File: config.mk
export PLATFORM = sky130hd
export DESIGN_NAME = ccd_capture_ctrl
export DESIGN_NICKNAME = d
export VERILOG_FILES = /design/src/rtl/ccd_capture_ctrl.sv
export SDC_FILE = /design/constraint.sdc
export NUM_CORES = 1
export LEC_CHECK = 0
export BUFFER_PORTS_ARGS = -buffer_cell sky130_fd_sc_hd__clkbuf_2
export CAP_MARGIN = 20
export CORE_ASPECT_RATIO = 0.5
export CORE_MARGIN = 2
export CORE_UTILIZATION = 45
export CTS_BUF_LIST = sky130_fd_sc_hd__clkbuf_4 sky130_fd_sc_hd__clkbuf_8
export DETAILED_ROUTE_END_ITERATION = 7
export MAX_ROUTING_LAYER = met4
export PLACE_DENSITY = 0.77
export SLEW_MARGIN = 30
export SYNTH_ARGS = -nofsm -noshare
export SYNTH_HDL_FRONTEND = slang
export SYNTH_SLANG_ARGS = --single-unit
File: constraint.sdc
create_clock -name iCLK -period 2.05 [get_ports iCLK]
set_input_delay 0.41 -clock iCLK [delete_from_list [all_inputs] [get_ports iCLK]]
set_output_delay 0.41 -clock iCLK [all_outputs]
set_load 0.1 [all_outputs]
File: src/rtl/ccd_capture_ctrl.sv
// ccd_capture_ctrl: qualifies raw sensor FVAL/LVAL/pixel strobes into a valid pixel stream with X/Y coordinates,
// gating capture on whole-frame boundaries under start/end run control.
module ccd_capture_ctrl #(
  parameter int COLUMN_WIDTH = 1280
) (
  input  logic        iCLK,
  input  logic        iRST,
  input  logic [11:0] iDATA,
  input  logic        iFVAL,
  input  logic        iLVAL,
  input  logic        iSTART,
  input  logic        iEND,
  output logic [11:0] oDATA,
  output logic        oDVAL,
  output logic [10:0] oX_Cont,
  output logic [10:0] oY_Cont,
  output logic [31:0] oFrame_Cont
);
  localparam logic [10:0] xLast = 11'(COLUMN_WIDTH - 1);
  logic        run, fa, faN;
  logic        s1Fval, s1FvalP, s1Lval;
  logic [11:0] s1Data;
  logic [10:0] nx, ny;
  // A frame is only entered on an FVAL rising edge while armed; it always runs to the FVAL fall.
  assign faN = s1Fval & (fa | (~s1FvalP & run));
  always_ff @(posedge iCLK) begin
    if (iRST) begin
      run         <= 1'b0;
      fa          <= 1'b0;
      s1Fval      <= 1'b0;
      s1FvalP     <= 1'b0;
      s1Lval      <= 1'b0;
      s1Data      <= '0;
      nx          <= '0;
      ny          <= '0;
      oDATA       <= '0;
      oDVAL       <= 1'b0;
      oX_Cont     <= '0;
      oY_Cont     <= '0;
      oFrame_Cont <= '0;
    end else begin
      run     <= iEND ? 1'b0 : (iSTART | run);
      s1Data  <= iDATA;
      s1Lval  <= iLVAL;
      s1Fval  <= iFVAL;
      s1FvalP <= s1Fval;
      fa      <= faN;
      oDATA   <= s1Data;
      oDVAL   <= faN & s1Lval;
      if (!faN) begin
        nx      <= '0;
        ny      <= '0;
        oX_Cont <= '0;
        oY_Cont <= '0;
      end else if (s1Lval) begin
        oX_Cont <= nx;
        oY_Cont <= ny;
        nx      <= (nx == xLast) ? 11'd0 : nx + 11'd1;
        ny      <= (nx == xLast) ? ny + 11'd1 : ny;
      end
      if (faN & ~fa) oFrame_Cont <= oFrame_Cont + 32'd1;
    end
  end
endmodule
-- Word level (Yosys, flattened, before mapping)
Index checks and enable logic that the tools add are counted.
- register bits: 106
- input port bits: 18
- output and inout bits: 67
- word-level logic and storage cells: 30
- add/sub/neg operators: 3
- equality and inequality tests: 1
- mux-type cells: 1
- bitwise gates (word level): 9
- reduce and logical (&&, ||, !) cells: 3
- operators by type and width (kind ; count):
    $add A32 B1 Y32 const B ; 1
    $add A11 B1 Y11 const B ; 2
    $eq A11 B11 Y1 const B ; 1
    $mux W11 ; 1
    $and A1 B1 Y1 ; 4
    $reduce_or A2 Y1 ; 2
    $not A1 Y1 ; 3
    $or A1 B1 Y1 ; 2
    $reduce_and A2 Y1 ; 1

-- Longest topological paths before layout
Gate-level depths: netlist of the first run.
- depth after elaboration: 6
- gate-level depth with buffers: 7
- gate-level depth less buffers: 6

-- Worst setup path after synthesis of the first run
OpenSTA, ideal clock, no wires.
- kind: reg-to-reg
- start: reg oFrame_Cont[0]
- end: reg oFrame_Cont[26]
- setup time: 0.071 ns
- data arrival time: 2.382 ns
- data required time: 1.979 ns
- setup slack: -0.402 ns
- cell stages (with the launch flop): 7
- buffers on the path: 1
- clock period less this slack: 2.452 ns
- cell sequence: dfxtp_1 ha_1 and2_1 nand4_2 buf_6 or4_1 a21oi_1
- cells in the longest elaborated chain, start to end: 1
- ends and longest elaborated chain (element ; RTL line ; source):
    from (decl) ; 17 ; output logic [31:0] oFrame_Cont
    from (signal assigned) ; 61 ; if (faN & ~fa) oFrame_Cont <= oFrame_Cont + 32'd1;
    $add A32 B1 Y32 ; 61 ;
No other way between the ends.
A chain may end at the register's enable or synchronous reset.

-- Worst setup path in the final report of the first run
- start: reg nx[1]
- end: reg ny[4]
- cells in the longest elaborated chain, start to end: 2
- ends and longest elaborated chain (element ; RTL line ; source):
    from (decl) ; 23 ; logic [10:0] nx, ny;
    from (signal assigned) ; 58 ; nx <= (nx == xLast) ? 11'd0 : nx + 11'd1;
    $eq A11 B11 Y1 ; 59 ; ny <= (nx == xLast) ? ny + 11'd1 : ny;
    $reduce_and A2 Y1 (no line) ; n/a ;
    to (signal assigned) ; 59 ;
    to (decl) ; 23 ;
No other way between the ends.

==> out/metrics.cfg, run 1 <==
[place]
dp_hpwl_mm=6.31
dp_slack_ns=0.0971
port_buffers=84
routabilityCongestion=0.843

[grt]
grt_max_degree=38
antenna_found_initial=0
first_global_vias=3103
grt_pass1_wl_mm=14.6
grt_busiest_layer=met2
met3_usage_pct=4.88
grt-ovfl-total=0
grt_usage_pct=18.2
use_met1_pct=21.9
met2_usage_pct=30.5

[power]
p_per_area_nw_per_um2=708
ir_worst_vdd_mv=0.276
fin_total_pwr_mw=3.55
leakage_nw=1.93

[critical_path]
end_kind=flip-flop
cpMaxStageDelayCell=dfxtp_1
critPathMaxStageDelay_ns=0.38
required_ns=2.34
startpoint_type=flip-flop
critPathMaxFanout=7
crit_path_cell_trace=ha_2, and3_1, nand4_1, buf_4, or3_1, a21oi_1
crit_type=reg -> reg
critical_path_arrival_ns=2.19

[detailed_routing]
drt_wl_total_mm=8.89
drc_errors=0
drt_iter0_drc=159
vias=3436
drt_first_pass_iters=4
wl_per_cell_um=13.7
antenna_left=0
vias_per_cell=5.29

[sta]
finClkSkew_ns=0.00690
timing.slew.headroom_pct=62.5
postLayoutSetupSlackWorst_ns=0.150
fin_crit_sh_pct=92.7
setup_violations=0
holdWs_ns=0.199
finalCriticalPeriod_ns=1.90
worst_slew_pin_slew_ns=0.565
max_freq_mhz=526
hold_viol=0
drv_slew=0

[synth]
synth.avg_cell_area_um2=9.55
yosys_warnings=0
async_reset_ff_share_pct=0
yosys.cell_types.count=37
ys_seq_area_share_pct=50.3
synth-seq-cells=106
ys.flop_type=dfxtp_1
synth_cells=442
synth_edf_count=0
synth_area_um2=4220
synth_nets=463

[layout]
nets=549
multi_input_area_um2=1960
area.growth.synth_to_final_pct=18.8
fill_cells=815
diodes=0
layout-drive-gt1-share_pct=28.9
regArea_um2=2160

[run_status]
status=finished clean

[die]
die_y_um=72.5
die_w_um=141
ioPinCount=85
num_rows=24
start_util_pct=47.3
die_area_um2=10200
core_area_um2=8920

[clock_network]
clkTransAtPathRegs_ns=0.09
cts_tree=done
htree_levels=3
cts_buffers=9
cts_root_buf=clkbuf_8
clockBufferDepth=2
clk_latency_ns=0.36
clock-sinks=106

[run]
drv_cap=0

[hold_path]
hold_class=in -> reg

registers in the layout, summed over array words and instances (netlist names):
register,count
ny,11
run,1
s1FvalP,1
s1Fval,1
oDATA,12
oFrame_Cont,32
oDVAL,1
s1Data,12
oX_Cont,11
fa,1
s1Lval,1
nx,11
oY_Cont,11
synthesized netlist by cell type (all sizes together) (3+ instances only):
| cell type | instances | share of area (%) |
|---|---|---|
| and3 | 4 | 0.59 |
| nand4 | 15 | 2.7 |
| nor3 | 3 | 0.36 |
| buf | 13 | 1.8 |
| o21ai | 10 | 1.2 |
| clkbuf | 9 | 0.80 |
| and2 | 9 | 1.3 |
| a21oi | 31 | 3.7 |
| dfxtp | 106 | 50 |
| o41ai | 3 | 0.62 |
| or3 | 10 | 1.6 |
| nor2 | 44 | 3.9 |
| ha | 3 | 0.89 |
| and4 | 11 | 2.3 |
| nand3 | 21 | 2.6 |
| inv | 8 | 0.71 |
| o311ai | 3 | 0.62 |
| nor2b | 31 | 4.6 |
| mux2i | 23 | 5.5 |
| o31ai | 17 | 3.0 |
| xor2 | 13 | 2.7 |
| xnor2 | 4 | 0.83 |
| or2 | 5 | 0.74 |
| or4 | 17 | 3.0 |
| nand2 | 21 | 1.9 |
critical path: cells and delay by family (launching register included):
family | cells | cell delay (ns)
DFF | 1 | 0.38
AOI/OAI and AO/OA | 1 | 0.14
buffers and inverters | 1 | 0.25
and+or+nand+nor | 3 | 0.83
adders and majority gates | 1 | 0.23
final cells by class:
| cell class | count | area share, % |
|---|---|---|
| Sequential cell | 106 | 43.1 |
| Multi-Input combinational cell | 306 | 39.1 |
| Timing Repair Buffer | 97 | 10.3 |
| Tap cell | 117 | 2.92 |
| Clock buffer | 11 | 2.89 |
| Clock inverter | 4 | 1.05 |
| Inverter | 8 | 0.599 |
where the power goes:
| part | total, mW | internal (mW) | switching, mW |
|---|---|---|---|
| clock network | 1.29 | 0.608 | 0.680 |
| logic | 0.176 | 0.0502 | 0.125 |
| registers | 2.09 | 2.08 | 0.00747 |
layout by cell type (no fill, tap or decap), types with 3 or more instances in the layout:
cell type,Yosys,routed
inv_1,8,8
nand2_1,21,21
or4_1,17,17
nand3_1,20,20
or2_2,5,5
o41ai_1,3,3
or3_1,9,9
o311ai_0,3,3
a21oi_1,31,31
mux2i_1,23,23
o31ai_1,17,17
nand4_2,3,3
and3_1,4,4
nor2_1,44,44
o21ai_0,10,10
nand4_1,12,12
dfxtp_1,106,79
xnor2_1,4,4
buf_4,3,13
and2_1,9,9
clkbuf_2,0,84
nor2b_1,31,31
dfxtp_2,0,25
and4_1,11,11
nor3_1,3,3
clkbuf_8,0,10
xor2_1,13,13
layer usage:
metal,vias up,part of all wire (%)
met2,59,49
met5,-,0
li1,1754,-
met3,8,3.7
met4,0,1.1
met1,1615,47
through the flow:
step | setup TNS (ns) | instances | utilization (%) | area (um^2)
after floorplan | 0 | 442 | - | 4260
after global placement | 0 | 633 | 53.9 | 4800
after detailed placement | 0 | 633 | 53.9 | 4800
after CTS | 0 | 648 | 56.1 | 5000
after global routing | -0.0000777 | 649 | 56.2 | 5010
final | 0 | 649 | 56.2 | 5010
final timing paths:
| path | start | end | slack [ns] | depth (start not counted) |
|---|---|---|---|---|
| hold reg to reg | s1Data[10]$_SDFF_PP0_ | oDATA[10]$_SDFF_PP0_ | 0.44 | 1 |
| setup reg to reg | nx[1]$_SDFFE_PP0P_ | ny[4]$_SDFFE_PP0P_ | 0.15 | 6 |
| setup / recovery | nx[1]$_SDFFE_PP0P_ | ny[4]$_SDFFE_PP0P_ | 0.15 | 6 |
| hold / removal | iEND | run$_SDFF_PP0_ | 0.20 | 2 |
timing repair:
item	4_1_cts	5_1_grt
setup buffers	0	1
hold buffers	0	0
resized for setup	0	2
endpoints found under the setup margin	0	4
kinds of logic (layout without fill, tap and decap cells):
kind of cell / count (synthesis) / count (layout) / share of synthesized area, %
AND/OR/NAND/NOR: 195 / 195 / 26.5
flip-flops: 106 / 106 / 50.3
AO/OA/AOI/OAI: 66 / 66 / 9.48
buffers and inverters: 30 / 120 / 3.35
multiplexers: 25 / 25 / 5.99
XOR/XNOR: 17 / 17 / 3.53
adder cells (fa/ha/maj): 3 / 3 / 0.889
Power figures use the tool's default switching activity.
==> inputs of run 2 (changes only) <==
--- a/config.mk
+++ b/config.mk
@@ -12,8 +12,9 @@
 export CORE_UTILIZATION = 45
 export CTS_BUF_LIST = sky130_fd_sc_hd__clkbuf_4 sky130_fd_sc_hd__clkbuf_8
 export DETAILED_ROUTE_END_ITERATION = 7
+export GPL_ROUTABILITY_DRIVEN = 0
 export MAX_ROUTING_LAYER = met4
-export PLACE_DENSITY = 0.77
+export PLACE_DENSITY = 0.68
 export SLEW_MARGIN = 30
 export SYNTH_ARGS = -nofsm -noshare
 export SYNTH_HDL_FRONTEND = slang
==> out/metrics.cfg, run 2 (same netlist as run 1, synthesis figures left out) <==
[run_status]
status=finished clean

[clock_network]
htree_levels=3
clock-sinks=106
hold_buffers=0
cts_root_buf=clkbuf_8
cts_buffers=9
clk_latency_ns=0.37
cts_tree=done
clockBufferDepth=2
clkTransAtPathRegs_ns=0.10

[die]
core_area_um2=8920
die_area_um2=10200
num_rows=24
die_w_um=141
die_y_um=72.5
start_util_pct=47.3
ioPinCount=85

[detailed_routing]
antenna_left=0
drc_errors=0
vias=3442
wl_per_cell_um=13.7
drt_iter0_drc=129
vias_per_cell=5.30
drt_first_pass_iters=4
drt_wl_total_mm=8.87

[layout]
area.growth.synth_to_final_pct=18.6
nets=549
fill_cells=829
final_cells=650
diodes=0
largest_reg_flops=32
multi_input_area_um2=1970
layout-drive-gt1-share_pct=28.7
final_cell_mix=84 x clkbuf_2, 80 x dfxtp_1, 44 x nor2_1, 31 x a21oi_1, 31 x nor2b_1
final_common_cell=clkbuf_2
reg_top3=oFrame_Cont (32), oDATA (12), s1Data (12)
regMostFlops=oFrame_Cont
regArea_um2=2160

[grt]
grt_pass1_wl_mm=14.9
grt_usage_pct=18.6
grt_max_degree=45
first_global_vias=3172
grt-ovfl-total=0
antenna_found_initial=0

[place]
dp_hpwl_mm=6.31
dp_cells=633
port_buffers=84

[power]
ir_worst_vdd_mv=0.291
leakage_nw=1.93
p_per_area_nw_per_um2=695

[critical_path]
cpMaxStageDelayCell=dfxtp_1
critPathMaxFanout=9
startpoint_type=flip-flop
crit_path_cell_trace=ha_1, and3_1, nand4_1, buf_4, or3_1, a21oi_1
critPathBufInv=1
required_ns=2.36
crit_type=reg -> reg
end_kind=flip-flop
cp_top_family=simple AND/OR/NAND/NOR gates
critPathMaxStageDelay_ns=0.40
critical_path_arrival_ns=2.23

[run]
drv_cap=0

[sta]
hold_viol=0
rsz0062_at_grt=false
drv_slew=0
timing.slew.headroom_pct=62.5
finClkSkew_ns=0.00713
fin_crit_sh_pct=93.9
worst_slew_pin_slew_ns=0.566
setup_violations=0
fin_tns_setup_ns=0
finalCriticalPeriod_ns=1.92
max_freq_mhz=520

[hold_path]
hold_class=in -> reg

-- run 2: area by class of cell --
| type | count | share of cell area [%] |
|---|---|---|
| well taps | 117 | 2.92 |
| multi-input cells | 306 | 39.3 |
| repair buffers | 97 | 10.4 |
| clock buffers | 12 | 3.17 |
| clock inverters | 4 | 0.500 |
| inverters | 8 | 0.600 |
| flip-flops and latches | 106 | 43.1 |
-- run 2: power by group --
group	leakage (nW)	total [mW]	internal, mW	switching [mW]
Sequential	0.874	2.09	2.08	0.00744
Combinational	0.961	0.175	0.0492	0.126
Clock	0.100	1.21	0.522	0.692
-- run 2: stage by stage --
stage / total power, mW / util (%) / hold WS, ns / cell area (um^2) / setup WS, ns
after floorplan: 2.27 / - / 0.414 / 4260 / 0.0138
after global placement: 2.31 / 53.9 / 0.416 / 4800 / 0.184
after detailed placement: 2.31 / 53.9 / 0.425 / 4800 / 0.119
after CTS: 3.52 / 55.9 / 0.182 / 4990 / 0.0885
after global routing: 3.62 / 56.1 / 0.186 / 5000 / 0.00703
final: 3.48 / 56.1 / 0.194 / 5000 / 0.125
-- run 2: worst paths after layout --
check	startpoint	endpoint	slack (ns)	cells after the start
max	nx[0]$_SDFFE_PP0P_	ny[3]$_SDFFE_PP0P_	0.13	6
min	iEND	run$_SDFF_PP0_	0.19	2
max reg2reg	nx[0]$_SDFFE_PP0P_	ny[3]$_SDFFE_PP0P_	0.13	6
min reg2reg	s1Data[4]$_SDFF_PP0_	oDATA[4]$_SDFF_PP0_	0.44	1
-- run 2: worst register-to-register path, cell delays in order, from the launching register on --
cell and delay, ns:
dfxtp_1 0.40, ha_1 0.25, and3_1 0.25, nand4_1 0.23
buf_4 0.24, or3_1 0.35, a21oi_1 0.15
-- run 2: timing repair --
item | in CTS | in global routing
resized for setup | 0 | 1
endpoints found under the setup margin | 0 | 9
buffers inserted | 0 | 1
-- run 2: per-layer routing --
layer / up-vias / wire length (um) / GRT usage (%)
met3: 14 / 343 / 5.35
li1: 1751 / - / -
met2: 70 / 4050 / 29.6
met4: 0 / 89 / 5.00
met5: - / 0 / -
met1: 1607 / 4390 / 23.6
